==> src/rtl/seg_scan_ctrl.sv <==
// -----------------------------------------------------------------------------
// seg_scan_ctrl
//   Multiplexed 7-segment scanner for DIGITS hex digits. It steps through one
//   digit per slot of CLK_DIV clocks. The number, decimal points and
//   leading-zero enable are captured once per frame, so the display never
//   shows a half-updated value. Brightness is set by PWM across the
//   2**DUTY_W slices of each slot.
//
// Ports
//   clk           in   system clock, rising edge
//   rst           in   asynchronous reset, active-high
//   enable_i      in   1 = display on; 0 = dark while scanning continues
//   number_i      in   4*DIGITS hex digits, digit 0 = number_i[3:0] (rightmost)
//   dp_en_i       in   DIGITS decimal-point enables
//   lz_blank_i    in   1 = blank leading zero digits (digit 0 never blanked)
//   brightness_i  in   DUTY_W, anode lit for (brightness_i+1) slices of a slot
//   an_o          out  DIGITS anode selects, active-low
//   patt_o        out  {dp,g,f,e,d,c,b,a}, active-low
//   digit_idx_o   out  index of the digit currently being scanned
//   frame_tick_o  out  1-cycle pulse on the first cycle a new snapshot is held
// -----------------------------------------------------------------------------
module seg_scan_ctrl #(
    parameter  int DIGITS  = 8,
    parameter  int CLK_DIV = 1024,
    parameter  int DUTY_W  = 3,
    localparam int IDX_W   = (DIGITS > 1) ? $clog2(DIGITS) : 1
) (
    input  logic                  clk,
    input  logic                  rst,
    input  logic                  enable_i,
    input  logic [4*DIGITS-1:0]   number_i,
    input  logic [DIGITS-1:0]     dp_en_i,
    input  logic                  lz_blank_i,
    input  logic [DUTY_W-1:0]     brightness_i,
    output logic [DIGITS-1:0]     an_o,
    output logic [7:0]            patt_o,
    output logic [IDX_W-1:0]      digit_idx_o,
    output logic                  frame_tick_o
);
    localparam int CNT_W     = (CLK_DIV > 1) ? $clog2(CLK_DIV) : 1;
    localparam int SLICE_LEN = CLK_DIV >> DUTY_W;
    localparam int SUB_W     = (SLICE_LEN > 1) ? $clog2(SLICE_LEN) : 1;

    // Segment patterns {g,f,e,d,c,b,a}, active-low.
    function automatic logic [6:0] seg7(input logic [3:0] h);
        case (h)
            4'h0: seg7 = 7'h40;  4'h1: seg7 = 7'h79;
            4'h2: seg7 = 7'h24;  4'h3: seg7 = 7'h30;
            4'h4: seg7 = 7'h19;  4'h5: seg7 = 7'h12;
            4'h6: seg7 = 7'h02;  4'h7: seg7 = 7'h78;
            4'h8: seg7 = 7'h00;  4'h9: seg7 = 7'h18;
            4'hA: seg7 = 7'h08;  4'hB: seg7 = 7'h03;
            4'hC: seg7 = 7'h46;  4'hD: seg7 = 7'h21;
            4'hE: seg7 = 7'h06;  default: seg7 = 7'h0E;
        endcase
    endfunction

    logic [CNT_W-1:0]    pre_cnt_q,   pre_cnt_d;
    logic [SUB_W-1:0]    sub_cnt_q,   sub_cnt_d;
    logic [DUTY_W-1:0]   slice_q,     slice_d;
    logic [IDX_W-1:0]    digit_idx_q, digit_idx_d;
    logic                first_q;
    logic [4*DIGITS-1:0] num_snap_q;
    logic [DIGITS-1:0]   dp_snap_q;
    logic                lz_snap_q;
    logic [DIGITS-1:0]   an_q,        an_d;
    logic [7:0]          patt_q,      patt_d;
    logic                frame_tick_q;

    logic slot_end, slice_end, frame_end, take_snap;

    assign slot_end  = (pre_cnt_q == CNT_W'(CLK_DIV - 1));
    assign slice_end = (sub_cnt_q == SUB_W'(SLICE_LEN - 1));
    assign frame_end = slot_end && (digit_idx_q == IDX_W'(DIGITS - 1));
    // The first cycle out of reset also captures a snapshot, so the scan
    // restarts with current inputs rather than the cleared shadow values.
    assign take_snap = first_q || frame_end;

    // On the first cycle after reset the shadow registers are still cleared.
    // The digit being registered on that cycle therefore reads the inputs
    // directly, which are exactly what the snapshot is capturing.
    logic [4*DIGITS-1:0] disp_num;
    logic [DIGITS-1:0]   disp_dp;
    logic                disp_lz;
    assign disp_num = first_q ? number_i   : num_snap_q;
    assign disp_dp  = first_q ? dp_en_i    : dp_snap_q;
    assign disp_lz  = first_q ? lz_blank_i : lz_snap_q;

    // Leading-zero mask. zero_above[i] is set when digits DIGITS-1..i are all zero.
    logic [3:0]        nib [DIGITS];
    logic [DIGITS:1]   zero_above;
    logic [DIGITS-1:0] blank_vec;

    assign zero_above[DIGITS] = 1'b1;
    assign blank_vec[0]       = 1'b0;

    generate
        for (genvar gi = 0; gi < DIGITS; gi++) begin : g_nib
            assign nib[gi] = disp_num[4*gi +: 4];
        end
        for (genvar gi = 1; gi < DIGITS; gi++) begin : g_lz
            assign zero_above[gi] = (nib[gi] == 4'h0) && zero_above[gi+1];
            assign blank_vec[gi]  = disp_lz && zero_above[gi];
        end
    endgenerate

    // Scan counters. The slice counter runs alongside pre_cnt so that
    // CLK_DIV does not have to be a power of two.
    always_comb begin
        pre_cnt_d   = slot_end ? '0 : pre_cnt_q + 1'b1;
        sub_cnt_d   = (slot_end || slice_end) ? '0 : sub_cnt_q + 1'b1;
        slice_d     = slot_end ? '0 : (slice_end ? slice_q + 1'b1 : slice_q);
        digit_idx_d = digit_idx_q;
        if (slot_end) begin
            digit_idx_d = frame_end ? '0 : digit_idx_q + 1'b1;
        end
    end

    // An anode and its pattern are registered from the same digit index.
    // They therefore always change on the same edge.
    logic lit;
    always_comb begin
        lit    = enable_i && (slice_q <= brightness_i);
        an_d   = '1;
        patt_d = 8'hFF;
        if (lit) begin
            an_d   = ~(DIGITS'(1) << digit_idx_q);
            patt_d = {~disp_dp[digit_idx_q],
                      blank_vec[digit_idx_q] ? 7'h7F : seg7(nib[digit_idx_q])};
        end
    end

    always_ff @(posedge clk or posedge rst) begin
        if (rst) begin
            pre_cnt_q    <= '0;
            sub_cnt_q    <= '0;
            slice_q      <= '0;
            digit_idx_q  <= '0;
            first_q      <= 1'b1;
            num_snap_q   <= '0;
            dp_snap_q    <= '0;
            lz_snap_q    <= 1'b0;
            an_q         <= '1;
            patt_q       <= 8'hFF;
            frame_tick_q <= 1'b0;
        end else begin
            pre_cnt_q    <= pre_cnt_d;
            sub_cnt_q    <= sub_cnt_d;
            slice_q      <= slice_d;
            digit_idx_q  <= digit_idx_d;
            first_q      <= 1'b0;
            an_q         <= an_d;
            patt_q       <= patt_d;
            // The pulse marks the first cycle the freshly loaded snapshot is held.
            frame_tick_q <= take_snap;
            if (take_snap) begin
                num_snap_q <= number_i;
                dp_snap_q  <= dp_en_i;
                lz_snap_q  <= lz_blank_i;
            end
        end
    end

    assign an_o         = an_q;
    assign patt_o       = patt_q;
    assign digit_idx_o  = digit_idx_q;
    assign frame_tick_o = frame_tick_q;

endmodule
==> config.mk <==
export PLATFORM = sky130hd
export DESIGN_NAME = seg_scan_ctrl
export DESIGN_NICKNAME = d
export VERILOG_FILES = /design/src/rtl/seg_scan_ctrl.sv
export SDC_FILE = /design/constraint.sdc
export NUM_CORES = 1
export LEC_CHECK = 0
export BUFFER_PORTS_ARGS = -buffer_cell sky130_fd_sc_hd__buf_4
export CAP_MARGIN = 20
export CORE_MARGIN = 4
export CORE_UTILIZATION = 25
export CTS_BUF_LIST = sky130_fd_sc_hd__clkbuf_4 sky130_fd_sc_hd__clkbuf_8
export DETAILED_ROUTE_END_ITERATION = 16
export GPL_ROUTABILITY_DRIVEN = 0
export PLACE_DENSITY = 0.43
export SYNTH_ARGS = -nofsm -noshare
export SYNTH_HDL_FRONTEND = slang
export SYNTH_SLANG_ARGS = --single-unit
==> constraint.sdc <==
create_clock -name clk -period 5.1 [get_ports clk]
set_input_delay 0.51 -clock clk [delete_from_list [all_inputs] [get_ports clk]]
set_output_delay 0.51 -clock clk [all_outputs]
set_load 0.02 [all_outputs]
==> metrics.yaml <==
grt-ovfl-total: 0
synth_fa_ha_area_share_pct: 4.67
io_pins: 67
wl_met1_um: 5250
period_minus_slack_ns: 3.33
die_h_um: 143
comb_power_share_pct: 16.0
synth-seq-cells: 82
drc: 0
maxCapViolations: 0
timing.final.crit_share_pct: 65.2
final_util_pct: 30.1
vias: 3129
dp_cells: 645
avgRoutedWirePerCell_um: 17.3
synth_cell_type_count: 60
fin_cells: 661
synth-compound-area-share_pct: 6.32
synth_nets: 430
fmax_mhz: 301
wl_met2_um: 5470
synth-xor-area-share_pct: 2.89
nets: 491
async_flop_share_pct: 100
post_cts_resize_count: 0
path_max_fanout: 35
crit_path_start_kind: "register"
rsz0062_at_grt: "false"
synth_top_family_by_area: "multiplexers"
cts_tree: "yes"
start_util_pct: 25.4
dr.max_layer_used: "met4"
relSlewSlack_pct: 26.8
grt_use_total_pct: 11.6
final_common_cell: "buf_4"
p_sw_mw: 0.399
dieArea_um2: 20400
synth_edf_count: 0
power_density_nw_per_um2: 261
finalHoldViolations: 0
rrSetupSlack_ns: 1.77
drt_pre_antenna_iters: 4
num_rows: 49
totalWireLength_um: 11500
grt_antenna_before_repair: 0
yosysTopAreaCell: "dfrtp_1"
finalPower_mw: 1.41
cts.sinks: 82
arrival_ns: 3.64
grt_pass1_wl_um: 18200
status: "complete, no violations"
n_antenna_cell: 0
die_w_um: 143
worstSetupPathType: "register to register"
synth_warnings: 0
post-place-ws_ns: 1.78
worst_slack_ns: 1.77
cts.clk_slew.worst_paths_ns: 0.09
p_int_mw: 1.01
hold_path_class: "primary input to asynchronous set/reset pin"
reg2reg_to: "patt_o[3]$_DFF_PP1_"
core-area_um2: 17900
switching_share_pct: 28.3
worst_slew_pin_slew_ns: 1.10
synth_cells: 366
insertion_delay_ns: 0.37
synth.area.mux_share_pct: 23.6
ff2ff_path_depth: 7
cp-startpoint: "first_q$_DFF_PP1_"
r2r_start: "first_q$_DFF_PP1_"
drt_iter0_drc: 250
synth_flop_cell: "dfrtp_1"
pwr-share-seq_pct: 51.8
clockBufferDepth: 2
cts_made_buffers: 9
final_area_um2: 5390
synth-simple-area-share_pct: 12.2
required_ns: 5.41
area_delta_synth_final_pct: 18.5
p_leak_nw: 2.21
dpl_cell_area_um2: 5200
synthesis.area_um2: 4550
antenna_left: 0
fin_skew_ns: 0.00946
yosysSeqAreaShare_pct: 45.6
finalSetupViolCount: 0
slew_violations: 0
syn_area_per_cell_um2: 12.4
viasPerCell: 4.73
setup-tns-final_ns: 0
p_clk_share_pct: 32.3
grt_max_degree: 60
vdd_ir_drop_max_mv: 0.114
ctsHoldBuffers: 0
yosys.area.top_type_share_pct: 35.7
fin_hold_ws_ns: 0.114
dp_hpwl_um: 8370
met3WireLength_um: 619
crit_end: "patt_o[3]$_DFF_PP1_"
grt_pass1_vias: 3168
cts_root_buf: "clkbuf_8"
nFillCells: 1856
synth_area_leaders: "dfrtp_1, dfstp_2, mux2_2"
postCtsSetupRepairBufs: 0
end_kind: "register"
final_cell_mix: "buf_4, dfrtp_1, mux2_2"
io_buffers: 66
htreeDepth: 3
drive_gt1_share_pct: 36.6
## area by class of cell
| cell class | instances | area (um2) | share of cell area (%) |
|---|---|---|---|
| multi-input combinational | 249 | 2270 | 42.1 |
| sequential | 82 | 2070 | 38.4 |
| timing repair buffer | 68 | 510 | 9.47 |
| tap | 229 | 287 | 5.31 |
| clock buffer | 10 | 138 | 2.55 |
| inverter | 17 | 65.1 | 1.21 |
| clock inverter | 6 | 50.0 | 0.928 |
## worst min-delay path by stage
stage                                      start                        to  depth (start not counted)
final                                        rst  dp_snap_q[1]$_DFFE_PP0P_                          2
after global routing                         rst  dp_snap_q[1]$_DFFE_PP0P_                          2
after CTS                                    rst  dp_snap_q[0]$_DFFE_PP0P_                          2
after detailed placement  sub_cnt_q[0]$_DFF_PP0_    sub_cnt_q[0]$_DFF_PP0_                          1
after global placement    sub_cnt_q[0]$_DFF_PP0_    sub_cnt_q[0]$_DFF_PP0_                          1
after floorplan           sub_cnt_q[0]$_DFF_PP0_    sub_cnt_q[0]$_DFF_PP0_                          1
## cell usage after synthesis, types with 2 or more instances
| cell type | n |
|---|---|
| o21ai_0 | 5 |
| buf_12 | 2 |
| nor4_1 | 4 |
| o21ai_1 | 2 |
| mux4_1 | 8 |
| nand3_1 | 18 |
| buf_6 | 4 |
| or4_1 | 4 |
| buf_2 | 7 |
| mux2i_1 | 5 |
| mux4_2 | 10 |
| o31ai_1 | 2 |
| buf_4 | 2 |
| xnor2_1 | 9 |
| xor2_1 | 6 |
| nand4_1 | 3 |
| nor3_1 | 3 |
| o311ai_1 | 5 |
| nor2b_1 | 6 |
| ha_1 | 17 |
| inv_1 | 14 |
| clkinv_1 | 3 |
| o21a_1 | 2 |
| and3_1 | 4 |
| nor2_1 | 26 |
| and2_1 | 2 |
| mux2_1 | 9 |
| dfrtp_1 | 65 |
| nand2b_1 | 3 |
| nand2_1 | 23 |
| a211o_1 | 2 |
| and4_1 | 3 |
| a31oi_1 | 4 |
| a21oi_1 | 4 |
| dfstp_2 | 17 |
| mux2_2 | 39 |
## metal layers
metal / track usage [%] / vias to the layer above
li1: - / 1467
met1: 16.1 / 1575
met2: 17.8 / 78
met3: 2.78 / 9
met4: 3.80 / 0
met5: 0 / -
## flip-flops by register name, summed over array words and instances, names as in the netlist, 3 cells and up
name and cells:
sub_cnt_q 7, num_snap_q 32, dp_snap_q 8, slice_q 3
patt_o 8, digit_idx_o 3, an_o 8, pre_cnt_q 10
## worst max-delay path: stages, from the launching register on
cell and delay [ns]:
dfstp_2 1.14, mux4_1 0.67, nand2_1 0.09, and4_1 0.31
ha_1 0.30, inv_1 0.13, mux4_2 0.51, nand4_1 0.10
## power by group through the flow
stage	combinational, mW	clock, mW	sequential, mW
6_report	0.225	0.455	0.730
5_1_grt	0.247	0.507	0.736
4_1_cts	0.229	0.481	0.730
3_5_place_dp	0.228	0	0.742
3_3_place_gp	0.226	0	0.742
2_1_floorplan	0.145	0	0.737
## kinds of logic (layout without fill, tap and decap cells)
kind of cell,count (synthesis),in the layout
AO/OA/AOI/OAI,37,37
XOR/XNOR,15,15
adder cells (fa/ha/maj),17,17
buffers and inverters,35,101
flip-flops,82,82
multiplexers,73,73
other,1,1
AND/OR/NAND/NOR,106,106
Note: power is estimated with default switching activity, not from simulation.
